File: src/rtl/wts_pkg.sv
// Shared constants and types for the wave-table fetch sequencer.
package wts_pkg;

  localparam int WTS_CHANNELS  = 12;
  localparam int WTS_WAVE_LEN  = 32;
  localparam int WTS_RAM_DEPTH = 384;
  localparam int WTS_FREQ_W    = 12;

  typedef logic [3:0]            ch_t;
  typedef logic [4:0]            ptr_t;
  typedef logic [WTS_FREQ_W-1:0] freq_t;
  typedef logic [8:0]            addr_t;

  // CPU access progress: GRANT = cycle G, WAIT = G+1, ACK = G+2.
  typedef enum logic [1:0] {
    CPU_IDLE  = 2'd0,
    CPU_GRANT = 2'd1,
    CPU_WAIT  = 2'd2,
    CPU_ACK   = 2'd3
  } cpu_st_e;

  // A channel's 32 samples sit in one contiguous block of wave memory.
  function automatic addr_t wave_addr(input ch_t ch, input ptr_t ptr);
    return {ch, ptr};
  endfunction

endpackage

File: src/rtl/wts_wave_fetch_if.sv
// Bus bundle of the wave fetch block: frequency writes, CPU port, wave RAM
// port and the sample stream to the mixer.
//
// CPU handshake: cpu_req is a level request; cpu_we/cpu_a/cpu_d are held
// stable from request until cpu_ack. cpu_ack is a single-cycle pulse, and
// for reads cpu_q is valid with it and held until the next read ack. The
// master drops cpu_req in the cycle after cpu_ack; a request still high
// then is treated as a fresh access.
interface wts_wave_fetch_if
  import wts_pkg::*;
#(
  parameter int FREQ_W = WTS_FREQ_W
) ();

  logic              freq_we;
  ch_t               freq_ch;
  logic [FREQ_W-1:0] freq_d;
  logic              freq_rst;

  logic              cpu_req;
  logic              cpu_we;
  addr_t             cpu_a;
  logic [7:0]        cpu_d;
  logic              cpu_ack;
  logic [7:0]        cpu_q;

  logic              sram_we;
  addr_t             sram_a;
  logic [7:0]        sram_d;
  logic [7:0]        sram_q;

  logic              wave_valid;
  ch_t               wave_ch;
  logic [7:0]        wave_data;

  cpu_st_e           cpu_state;

  modport slave (
    input  freq_we, freq_ch, freq_d, freq_rst,
    input  cpu_req, cpu_we, cpu_a, cpu_d,
    input  sram_q,
    output cpu_ack, cpu_q,
    output sram_we, sram_a, sram_d,
    output wave_valid, wave_ch, wave_data,
    output cpu_state
  );

  modport master (
    output freq_we, freq_ch, freq_d, freq_rst,
    output cpu_req, cpu_we, cpu_a, cpu_d,
    output sram_q,
    input  cpu_ack, cpu_q,
    input  sram_we, sram_a, sram_d,
    input  wave_valid, wave_ch, wave_data,
    input  cpu_state
  );

endinterface

File: src/rtl/wts_ch_state.sv
// Per-channel frequency divisor, step counter and sample pointer.
module wts_ch_state
  import wts_pkg::*;
#(
  parameter int CHANNELS = WTS_CHANNELS,
  parameter int FREQ_W   = WTS_FREQ_W
) (
  input  logic              clk,
  input  logic              nreset,
  input  logic              step_en,
  input  ch_t               step_ch,
  input  logic              wr_en,
  input  ch_t               wr_ch,
  input  logic [FREQ_W-1:0] wr_freq,
  input  logic              wr_rst,
  input  ch_t               rd_ch,
  output ptr_t              rd_ptr
);

  logic [FREQ_W-1:0] freq_r [CHANNELS];
  logic [FREQ_W-1:0] cnt_r  [CHANNELS];
  ptr_t              ptr_r  [CHANNELS];

  assign rd_ptr = (int'(rd_ch) < CHANNELS) ? ptr_r[rd_ch] : '0;

  // Host writes take priority over the stepping update of the same channel.
  always_ff @(posedge clk or negedge nreset) begin
    if (!nreset) begin
      for (int i = 0; i < CHANNELS; i++) begin
        freq_r[i] <= '0;
        cnt_r[i]  <= '0;
        ptr_r[i]  <= '0;
      end
    end else begin
      for (int i = 0; i < CHANNELS; i++) begin
        if (wr_en && wr_ch == ch_t'(i)) begin
          freq_r[i] <= wr_freq;
        end
        if (wr_en && wr_ch == ch_t'(i) && wr_rst) begin
          ptr_r[i] <= '0;
          cnt_r[i] <= '0;
        end else if (step_en && step_ch == ch_t'(i) && freq_r[i] != '0) begin
          // A zero divisor freezes the channel; otherwise count down and
          // advance the pointer each time the counter hits zero.
          if (cnt_r[i] == '0) begin
            cnt_r[i] <= freq_r[i];
            ptr_r[i] <= ptr_r[i] + 5'd1;
          end else begin
            cnt_r[i] <= cnt_r[i] - FREQ_W'(1);
          end
        end
      end
    end
  end

endmodule

File: src/rtl/wts_wave_fetch.sv
// Time-multiplexed wave-table sequencer: each channel owns a two-cycle slot,
// phase0 fetches its current sample, phase1 is lent to a pending CPU access.
module wts_wave_fetch
  import wts_pkg::*;
#(
  parameter int CHANNELS = WTS_CHANNELS,
  parameter int FREQ_W   = WTS_FREQ_W
) (
  input logic            clk,
  input logic            nreset,
  wts_wave_fetch_if.slave bus
);

  localparam int RAM_DEPTH = CHANNELS * WTS_WAVE_LEN;

  // Slot registers describe the cycle currently presented on sram_*.
  ch_t     slot_ch, slot_ch_nxt;
  logic    slot_ph, slot_ph_nxt;
  cpu_st_e cpu_st, cpu_st_nxt;
  logic    grant;
  logic    cpu_rd_r, cpu_oob_r;
  logic    fetch_v;
  ch_t     fetch_ch;
  ptr_t    rd_ptr;

  logic       sram_we_nxt, sram_we_r;
  addr_t      sram_a_nxt, sram_a_r;
  logic [7:0] sram_d_nxt, sram_d_r;
  logic [7:0] cpu_q_r;
  logic       wave_valid_r;
  ch_t        wave_ch_r;
  logic [7:0] wave_data_r;

  wts_ch_state #(
    .CHANNELS (CHANNELS),
    .FREQ_W   (FREQ_W)
  ) u_ch_state (
    .clk     (clk),
    .nreset  (nreset),
    .step_en (slot_ph),
    .step_ch (slot_ch),
    .wr_en   (bus.freq_we && (int'(bus.freq_ch) < CHANNELS)),
    .wr_ch   (bus.freq_ch),
    .wr_freq (bus.freq_d),
    .wr_rst  (bus.freq_rst),
    .rd_ch   (slot_ch_nxt),
    .rd_ptr  (rd_ptr)
  );

  // Next slot: phase toggles every cycle, channel advances after phase1.
  always_comb begin
    slot_ph_nxt = ~slot_ph;
    slot_ch_nxt = slot_ch;
    if (slot_ph) begin
      slot_ch_nxt = (slot_ch == ch_t'(CHANNELS - 1)) ? '0 : slot_ch + 4'd1;
    end
  end

  // Next SRAM command: sample fetch in phase0, CPU access or idle in phase1.
  always_comb begin
    grant       = 1'b0;
    sram_we_nxt = 1'b0;
    sram_a_nxt  = '0;
    sram_d_nxt  = '0;
    if (!slot_ph_nxt) begin
      sram_a_nxt = wave_addr(slot_ch_nxt, rd_ptr);
    end else if (bus.cpu_req && cpu_st == CPU_IDLE) begin
      grant       = 1'b1;
      sram_a_nxt  = bus.cpu_a;
      sram_d_nxt  = bus.cpu_d;
      // Addresses beyond the wave RAM must never be written.
      sram_we_nxt = bus.cpu_we && (int'(bus.cpu_a) < RAM_DEPTH);
    end
  end

  // CPU access progress: one grant outstanding, retired two cycles later.
  always_comb begin
    cpu_st_nxt = cpu_st;
    case (cpu_st)
      CPU_IDLE:  if (grant) cpu_st_nxt = CPU_GRANT;
      CPU_GRANT: cpu_st_nxt = CPU_WAIT;
      CPU_WAIT:  cpu_st_nxt = CPU_ACK;
      CPU_ACK:   cpu_st_nxt = CPU_IDLE;
      default:   cpu_st_nxt = CPU_IDLE;
    endcase
  end

  // Slot sequencer state.
  always_ff @(posedge clk or negedge nreset) begin
    if (!nreset) begin
      slot_ch <= '0;
      slot_ph <= 1'b0;
    end else begin
      slot_ch <= slot_ch_nxt;
      slot_ph <= slot_ph_nxt;
    end
  end

  // Registered SRAM command port.
  always_ff @(posedge clk or negedge nreset) begin
    if (!nreset) begin
      sram_we_r <= 1'b0;
      sram_a_r  <= '0;
      sram_d_r  <= '0;
    end else begin
      sram_we_r <= sram_we_nxt;
      sram_a_r  <= sram_a_nxt;
      sram_d_r  <= sram_d_nxt;
    end
  end

  // CPU FSM state plus the attributes of the granted access.
  always_ff @(posedge clk or negedge nreset) begin
    if (!nreset) begin
      cpu_st    <= CPU_IDLE;
      cpu_rd_r  <= 1'b0;
      cpu_oob_r <= 1'b0;
    end else begin
      cpu_st <= cpu_st_nxt;
      if (grant) begin
        cpu_rd_r  <= ~bus.cpu_we;
        cpu_oob_r <= int'(bus.cpu_a) >= RAM_DEPTH;
      end
    end
  end

  // Read data lands on sram_q in G+1 and is held for the master.
  always_ff @(posedge clk or negedge nreset) begin
    if (!nreset) begin
      cpu_q_r <= '0;
    end else if (cpu_st == CPU_WAIT && cpu_rd_r) begin
      cpu_q_r <= cpu_oob_r ? 8'h00 : bus.sram_q;
    end
  end

  // Sample pipeline: address in n, data on sram_q in n+1, strobe in n+2.
  always_ff @(posedge clk or negedge nreset) begin
    if (!nreset) begin
      fetch_v      <= 1'b0;
      fetch_ch     <= '0;
      wave_valid_r <= 1'b0;
      wave_ch_r    <= '0;
      wave_data_r  <= '0;
    end else begin
      fetch_v      <= ~slot_ph;
      fetch_ch     <= slot_ch;
      wave_valid_r <= fetch_v;
      if (fetch_v) begin
        wave_ch_r   <= fetch_ch;
        wave_data_r <= bus.sram_q;
      end
    end
  end

  assign bus.sram_we    = sram_we_r;
  assign bus.sram_a     = sram_a_r;
  assign bus.sram_d     = sram_d_r;
  assign bus.cpu_ack    = (cpu_st == CPU_ACK);
  assign bus.cpu_q      = cpu_q_r;
  assign bus.wave_valid = wave_valid_r;
  assign bus.wave_ch    = wave_ch_r;
  assign bus.wave_data  = wave_data_r;
  assign bus.cpu_state  = cpu_st;

endmodule

File: src/flat_wrapper.sv
// flat-port wrapper written by rule: the top's interface ports become plain ports
module wts_wave_fetch_flat import wts_pkg::*;
#(
  parameter int CHANNELS = WTS_CHANNELS,
  parameter int FREQ_W   = WTS_FREQ_W
)
  (clk, nreset, bus_freq_we, bus_freq_ch, bus_freq_d, bus_freq_rst, bus_cpu_req, bus_cpu_we, bus_cpu_a, bus_cpu_d, bus_sram_q, bus_cpu_ack, bus_cpu_q, bus_sram_we, bus_sram_a, bus_sram_d, bus_wave_valid, bus_wave_ch, bus_wave_data, bus_cpu_state);
  wts_wave_fetch_if #(.FREQ_W(FREQ_W)) bus_i ();
  input logic clk;
  input logic nreset;
  input wire logic [$bits(bus_i.freq_we)-1:0] bus_freq_we;
  input wire logic [$bits(bus_i.freq_ch)-1:0] bus_freq_ch;
  input wire logic [$bits(bus_i.freq_d)-1:0] bus_freq_d;
  input wire logic [$bits(bus_i.freq_rst)-1:0] bus_freq_rst;
  input wire logic [$bits(bus_i.cpu_req)-1:0] bus_cpu_req;
  input wire logic [$bits(bus_i.cpu_we)-1:0] bus_cpu_we;
  input wire logic [$bits(bus_i.cpu_a)-1:0] bus_cpu_a;
  input wire logic [$bits(bus_i.cpu_d)-1:0] bus_cpu_d;
  input wire logic [$bits(bus_i.sram_q)-1:0] bus_sram_q;
  output wire logic [$bits(bus_i.cpu_ack)-1:0] bus_cpu_ack;
  output wire logic [$bits(bus_i.cpu_q)-1:0] bus_cpu_q;
  output wire logic [$bits(bus_i.sram_we)-1:0] bus_sram_we;
  output wire logic [$bits(bus_i.sram_a)-1:0] bus_sram_a;
  output wire logic [$bits(bus_i.sram_d)-1:0] bus_sram_d;
  output wire logic [$bits(bus_i.wave_valid)-1:0] bus_wave_valid;
  output wire logic [$bits(bus_i.wave_ch)-1:0] bus_wave_ch;
  output wire logic [$bits(bus_i.wave_data)-1:0] bus_wave_data;
  output wire logic [$bits(bus_i.cpu_state)-1:0] bus_cpu_state;
  assign bus_i.freq_we = bus_freq_we;
  assign bus_i.freq_ch = bus_freq_ch;
  assign bus_i.freq_d = bus_freq_d;
  assign bus_i.freq_rst = bus_freq_rst;
  assign bus_i.cpu_req = bus_cpu_req;
  assign bus_i.cpu_we = bus_cpu_we;
  assign bus_i.cpu_a = bus_cpu_a;
  assign bus_i.cpu_d = bus_cpu_d;
  assign bus_i.sram_q = bus_sram_q;
  assign bus_cpu_ack = bus_i.cpu_ack;
  assign bus_cpu_q = bus_i.cpu_q;
  assign bus_sram_we = bus_i.sram_we;
  assign bus_sram_a = bus_i.sram_a;
  assign bus_sram_d = bus_i.sram_d;
  assign bus_wave_valid = bus_i.wave_valid;
  assign bus_wave_ch = bus_i.wave_ch;
  assign bus_wave_data = bus_i.wave_data;
  assign bus_cpu_state = bus_i.cpu_state;
  wts_wave_fetch #(.CHANNELS(CHANNELS), .FREQ_W(FREQ_W)) u_core (.clk(clk), .nreset(nreset), .bus(bus_i));
endmodule
File: config.mk
export PLATFORM = sky130hd
export DESIGN_NAME = wts_wave_fetch_flat
export DESIGN_NICKNAME = d
export VERILOG_FILES = /design/src/rtl/wts_pkg.sv /design/src/rtl/wts_wave_fetch_if.sv /design/src/rtl/wts_ch_state.sv /design/src/rtl/wts_wave_fetch.sv /design/src/flat_wrapper.sv
export SDC_FILE = /design/constraint.sdc
export NUM_CORES = 1
export LEC_CHECK = 0
export CORE_UTILIZATION = 56
export CTS_CLUSTER_DIAMETER = 40
export DETAILED_ROUTE_END_ITERATION = 6
export MAX_ROUTING_LAYER = met4
export PLACE_DENSITY = 0.77
export SLEW_MARGIN = 20
export SYNTH_ARGS = -nofsm -noshare
export SYNTH_HDL_FRONTEND = slang
export SYNTH_SLANG_ARGS = --single-unit
File: constraint.sdc
create_clock -name clk -period 2.3 [get_ports clk]
set_clock_uncertainty 0.1 [all_clocks]
set_input_delay 0.23 -clock clk [delete_from_list [all_inputs] [get_ports clk]]
set_output_delay 0.23 -clock clk [all_outputs]
set_load 0.03 [all_outputs]
==> results of run 1 <==
per-stage QoR:
step | TNS [ps] | std cells | utilization [%]
after floorplan | 0 | 2124 | -
after global placement | 0 | 2826 | 65.1
after detailed placement | 0 | 2826 | 65.1
after CTS | 0 | 2939 | 70.9
after global routing | -23.8 | 2948 | 71.7
final | 0 | 2949 | 71.7
placed cells by master (no fill, tap or decap), types with 33 or more instances in the layout:
cell,instances
clkbuf_16,60
a211oi_1,46
nor3_1,44
inv_1,70
xor2_1,33
nand3_1,72
ha_1,42
nand2_1,190
dfrtp_1,399
clkdlybuf4s50_1,87
o21ai_0,78
buf_4,210
or3_1,36
o21ai_1,57
a21oi_1,139
nor2_1,142
mux2_2,145
synth_stat cells, types with 38 or more instances:
library cell / count / area (sq um)
o21ai_0: 78 / 390
nor3_1: 45 / 225
a211oi_1: 48 / 360
clkbuf_1: 81 / 304
dfrtp_1: 400 / 10000
inv_1: 71 / 267
a21oi_1: 140 / 701
nand2_1: 191 / 717
ha_1: 44 / 551
nand3_1: 72 / 360
o21ai_1: 57 / 285
mux2_2: 145 / 1630
or3_1: 38 / 238
nor2_1: 145 / 544
how the worst max path moves through the flow:
| stage | end | start | slack [ps] | cells after the start |
|---|---|---|---|---|
| finish | u_core.u_ch_state.cnt_r[47] | u_core.u_ch_state.freq_r[42] | 40 | 6 |
| global route | u_core.u_ch_state.cnt_r[47] | u_core.u_ch_state.freq_r[43] | -20 | 6 |
| CTS | u_core.u_ch_state.cnt_r[143] | u_core.slot_ch[0] | 3 | 8 |
| detailed placement | u_core.u_ch_state.cnt_r[46] | u_core.u_ch_state.cnt_r[38] | 5 | 6 |
| global placement | u_core.u_ch_state.cnt_r[46] | u_core.u_ch_state.cnt_r[38] | 30 | 5 |
| floorplan | u_core.bus.sram_a[3] | u_core.slot_ch[0] | 2 | 8 |
state kept, by name (all words and copies together), names as in the netlist, 2 cells and up:
signal,flops
u_core.fetch_ch,4
u_core.slot_ch,4
u_core.bus.wave_data,8
u_core.u_ch_state.ptr_r,60
u_core.bus.wave_ch,4
u_core.bus.sram_a,9
u_core.u_ch_state.cnt_r,144
u_core.bus.cpu_state,2
u_core.bus.sram_d,8
u_core.bus.cpu_q,8
u_core.u_ch_state.freq_r,144
logic make-up (layout without fill, tap and decap cells):
group / after synthesis / after routing / synth area share [%]
muxes: 190 / 190 / 10.3
buffers and inverters: 181 / 499 / 3.33
AOI/OAI and AO/OA: 535 / 535 / 16.8
other: 0 / 3 / 0
and+or+nand+nor: 739 / 739 / 18.1
xor gates and xnor gates: 35 / 35 / 1.45
DFF: 400 / 400 / 47.4
adders and majority gates: 44 / 44 / 2.61
layout make-up:
type,count,area share [%]
multi-input combinational,1543,40.3
timing repair buffer,313,10.4
sequential,400,37.9
clock inverter,40,1.91
inverter,74,1.06
antenna,3,0.0284
clock buffer,72,6.08
tap,504,2.39
critical path: stages (launching register included):
cell      delay [ps]
dfrtp_1          420
or4_1            600
o311a_4          420
buf_4            170
and3_1           170
a21oi_1          180
a311oi_2          70
where the power goes:
group	total (uW)	switching (uW)	internal, uW
registers	10400	1700	8740
clock network	9470	3520	5940
logic	6250	3290	2960
timing repair:
action / in CTS / in global routing
pin swaps: 0 / 6
hold endpoints to repair: 333 / 0
gates resized for setup: 2 / 42
setup endpoints to repair: 2 / 77
cloned: 0 / 0
hold buffers: 1 / 0
setup buffers: 0 / 7
layer usage:
layer  up-vias  GRT usage [%]
met5         -              -
met4         0           13.0
met3       140           4.92
met2       737           50.8
met1      9093           42.3
li1       8429              -
==> results_dict.tcl, run 1 <==
set metrics [dict create \
    die_w_um 196 \
    startpoint_type "register" \
    antenna_found_initial 5 \
    via_per_inst 6.24 \
    worstPathRequired_ps 2680 \
    route.met2.wl_um 28000 \
    drv_slew 0 \
    syn-num-nets 2215 \
    finalHoldViolations 0 \
    dr_wl_met3_um 4180 \
    clk_latency_ps 620 \
    reg2reg_depth 6 \
    io_pins 89 \
    reg2reg_slack_ps 40 \
    nNetsFinal 2482 \
    wirelength_um 59700 \
    pre_cts_slack_ps 4.57 \
    holdWs_ps 11.7 \
    setup_viol 0 \
    grt_usage_pct 32.3 \
    top_layer_used "met4" \
    p_leak_uw 0.0113 \
    syn_inst 2124 \
    fp.dieArea_sq_um 38500 \
    cts.clk_slew.worst_paths_ps 60 \
    io_buffer_count 88 \
    via_count 18400 \
    ant_nets 0 \
    grt_pass1_vias 18100 \
    ys_types 82 \
    nFillCells 2654 \
    power_density_nw_per_um2 990 \
    cts_htree_levels 2 \
    synth_area_sq_um 21100 \
    cap_violations 0 \
    avgSynthCellArea_sq_um 9.95 \
    crit_fanout 6 \
    synth_ff_type "dfrtp_1" \
    fin_area_sq_um 26400 \
    ys_seq_area_share_pct 47.4 \
    ys_ff_latch 400 \
    regToRegStartpoint "u_core.u_ch_state.freq_r[42]" \
    grt_pass1_wl_um 96000 \
    fmax_mhz 442 \
    wl_met1_um 25500 \
    period_minus_slack_ps 2260 \
    cp.arrival_ps 2650 \
    die_h_um 196 \
    cts_buffers 59 \
    place_congestion 0.976 \
    path_class "reg2reg" \
    cp-end-kind "register" \
    rsz0062_at_grt "yes" \
    drive_gt1_share_pct 22.8 \
    firstDrtPassIters 5 \
    synth_edf_count 0 \
    rr_endpoint "u_core.u_ch_state.cnt_r[47]" \
    multiInputGateArea_sq_um 10600 \
    cts_root_buf "clkbuf_16" \
    row_count 70 \
    place_area_sq_um 24000 \
    drtIter0Drc 1477 \
    dpl.hpwl_um 41100 \
    coreArea_sq_um 36900 \
    fin_crit_sh_pct 98.5 \
    layout_setup_ws_ps 35.5 \
    cts_sinks 400 \
    synth_warnings 0 \
    min_path_type "in2async" \
    syn_to_final_growth_pct 25.1 \
    async_flop_share_pct 100 \
    overflow 0 \
    slew_headroom_pct 63.2 \
    outcome "finished, final reports clean" \
    worstMarginPinSlew_ps 547 \
    irDropWorstVdd_mv 0.698 \
    cts_tree "yes" \
    grt_max_degree 74 \
    seqCellArea_sq_um 10000 \
    wl_per_cell_um 20.2 \
    clk_path_buf_depth 3 \
    power_uw 26200 \
    initial_utilization_pct 57.3 \
    drc 0 \
]
(Power assumes the default switching activity.)
==> inputs of run 2 (changes only) <==
--- a/config.mk
+++ b/config.mk
@@ -5,11 +5,13 @@
 export SDC_FILE = /design/constraint.sdc
 export NUM_CORES = 1
 export LEC_CHECK = 0
-export CORE_UTILIZATION = 56
+export ABC_AREA = 1
+export CORE_UTILIZATION = 52
 export CTS_CLUSTER_DIAMETER = 40
+export CTS_CLUSTER_SIZE = 30
 export DETAILED_ROUTE_END_ITERATION = 6
 export MAX_ROUTING_LAYER = met4
-export PLACE_DENSITY = 0.77
+export PLACE_DENSITY = 0.73
 export SLEW_MARGIN = 20
 export SYNTH_ARGS = -nofsm -noshare
 export SYNTH_HDL_FRONTEND = slang
==> results_dict.tcl, run 2 <==
set metrics [dict create \
    path_delay_family "buffers and inverters" \
    coreArea_sq_um 40800 \
    critPathMaxStageDelay_ps 660 \
    startpoint_type "register" \
    io_buffer_count 88 \
    reg.largest.list "u_core.u_ch_state.cnt_r (144), u_core.u_ch_state.freq_r (144), u_core.u_ch_state.ptr_r (60)" \
    cap_violations 0 \
    worstPathRequired_ps 1970 \
    wl_met1_um 25700 \
    via_per_inst 5.53 \
    cp.arrival_ps 1830 \
    synth.largest_area_cell "dfrtp_1" \
    rsz0062_at_grt "no" \
    drc 0 \
    finish.utilization_pct 63.4 \
    path_class "reg2out" \
    synth_area_sq_um 21500 \
    seq_power_share_pct 38.1 \
    clk_path_buf_depth 3 \
    wl_per_cell_um 16.9 \
    final_common_cell "nand2_1" \
    fmax_mhz 462 \
    drtIter0Drc 1690 \
    ant_nets 0 \
    multiInputGateArea_sq_um 10200 \
    syn_inst 2754 \
    place_congestion 0.985 \
    synth_ff_type "dfrtp_1" \
    switchingPower_uw 8900 \
    grt_usage_pct 30.1 \
    worst-path-buf-inv 1 \
    power_density_nw_per_um2 1030 \
    crit_fanout 4 \
    antenna_found_initial 1 \
    fin_crit_sh_pct 94.1 \
    switching_share_pct 33.5 \
    clk_latency_ps 590 \
    finalSetupTns_ps 0 \
    fin_cells 3516 \
    cts_htree_levels 3 \
    die_w_um 206 \
    min_path_type "in2reg" \
    cts_buffers 67 \
    yosysMostFrequentCell "nand2_1" \
    async_flop_share_pct 100 \
    grt_pass1_wl_um 97500 \
    cts_sinks 400 \
    drv_slew 0 \
    route.met2.wl_um 27900 \
    irDropWorstVdd_mv 0.652 \
    io_pins 89 \
    holdWs_ps 75.3 \
    ys_ff_latch 400 \
    synth_warnings 0 \
    placed_cells 3392 \
    syn_to_final_growth_pct 20.2 \
    via_count 19400 \
    syn-num-nets 2845 \
    power.share.clock_pct 39.1 \
    cts_tree "yes" \
    cp_slowest_cell "clkdlybuf4s50_1" \
    finalHoldViolations 0 \
    cts.clk_slew.worst_paths_ps 60 \
    initial_utilization_pct 52.8 \
    wirelength_um 59400 \
    grt_pass1_vias 18900 \
    synth_edf_count 0 \
    avgSynthCellArea_sq_um 7.82 \
    period_minus_slack_ps 2160 \
    p_int_uw 17700 \
    p_leak_uw 0.0128 \
    pwr-share-comb_pct 22.8 \
    ys_seq_area_share_pct 46.5 \
    grt_max_degree 80 \
    dpl.hpwl_um 41700 \
    synth.top_cells.by_area "dfrtp_1, nand2_1, nand3_1" \
    setup_viol 0 \
    fp.dieArea_sq_um 42300 \
    final_cell_mix "nand2_1, dfrtp_1, nand3_1, o21ai_0, inv_1" \
    cts_root_buf "clkbuf_16" \
    overflow 0 \
    dr_wl_met3_um 3590 \
    drive_gt1_share_pct 9.96 \
    row_count 74 \
    outcome "finished, final reports clean" \
    ys_types 46 \
    crit_chain "ha_1 > clkdlybuf4s50_1" \
    die_h_um 206 \
    seqCellArea_sq_um 10000 \
    slew_headroom_pct 54.8 \
    synth_top_area_share_pct 46.5 \
    netlist_top_cells_count "nand2_1, dfrtp_1, nand3_1" \
    cp-end-kind "output pin" \
    firstDrtPassIters 6 \
    nFillCells 3435 \
    top_layer_used "met4" \
    worstMarginPinSlew_ps 678 \
    power_uw 26600 \
    reg2reg_slack_ps 140 \
    nNetsFinal 3021 \
]
-- run 2: changes by cell type after synthesis, sizes merged, moves of 48 or more --
| cell | change |
|---|---|
| a211oi | -48 |
| a21oi | -114 |
| inv | +195 |
| mux2 | -169 |
| nand2 | +576 |
| nand3 | +234 |
| nor2 | +100 |
| o21ai | +176 |
| xor2 | +48 |
-- run 2: cells by family (layout without fill, tap and decap cells) --
| kind of cell | count (synthesis) | in the layout | share of synthesized area [%] |
|---|---|---|---|
| AOI/OAI and AO/OA | 413 | 413 | 10.4 |
| xor gates and xnor gates | 100 | 100 | 4.06 |
| adders and majority gates | 44 | 44 | 2.56 |
| buffers and inverters | 339 | 567 | 6.27 |
| DFF | 400 | 400 | 46.5 |
| muxes | 1 | 1 | 0.0465 |
| other | 0 | 2 | 0 |
| and+or+nand+nor | 1457 | 1457 | 30.2 |
-- run 2: stage by stage --
step | area, sq um | setup slack [ps]
after floorplan | 21500 | 474
final | 25900 | 136
after CTS | 25900 | 88.3
after global routing | 25900 | 29.6
after global placement | 23500 | 68.1
after detailed placement | 23500 | 32.7
-- run 2: worst min-delay path: cells and delay by family --
family | cells | cell delay, ps
buffers and inverters | 2 | 450
AND/OR/NAND/NOR | 1 | 40
-- run 2: per-layer routing --
metal,vias to the layer above,track usage [%]
met5,-,-
met3,136,4.91
met2,638,47.1
met1,9205,38.9
met4,0,11.9
li1,9464,-
-- run 2: area by class of cell --
| cell class | count | area share [%] |
|---|---|---|
| antenna | 2 | 0.0193 |
| clock buffer | 78 | 6.95 |
| clock inverter | 43 | 2.09 |
| inverter | 272 | 3.98 |
| multi-input combinational | 2015 | 39.4 |
| sequential | 400 | 38.7 |
| tap | 532 | 2.57 |
| timing repair buffer | 174 | 6.32 |
-- run 2: repair_timing --
action	CTS	global route
hold endpoints to repair	397	0
buffers inserted	0	0
setup endpoints to repair	0	21
hold buffers	1	0
gates resized for setup	0	7
-- run 2: path summary, 6_finish.rpt --
path                            cells after the start               startpoint                           end
max in group asynchronous                           3                   nreset  u_core.u_ch_state.freq_r[86]
min in group asynchronous                           2                   nreset       u_core.bus.wave_data[7]
worst min register to register                      2       u_core.fetch_ch[2]         u_core.bus.wave_ch[2]
worst min-delay path                                3             bus_cpu_d[6]          u_core.bus.sram_d[6]
worst max register to register                     11        u_core.slot_ch[0]          u_core.bus.sram_a[4]
worst max-delay path                                2  u_core.bus.cpu_state[1]                   bus_cpu_ack
-- run 2: power groups by stage --
stage                     logic, uW  clock network [uW]  registers [uW]
final                          6050               10400           10100
after global routing           6920               10900           10300
after CTS                      6050               10500           10100
after detailed placement       5980                   0           10200
after global placement         5760                   0           10100
after floorplan                4110                   0           10100
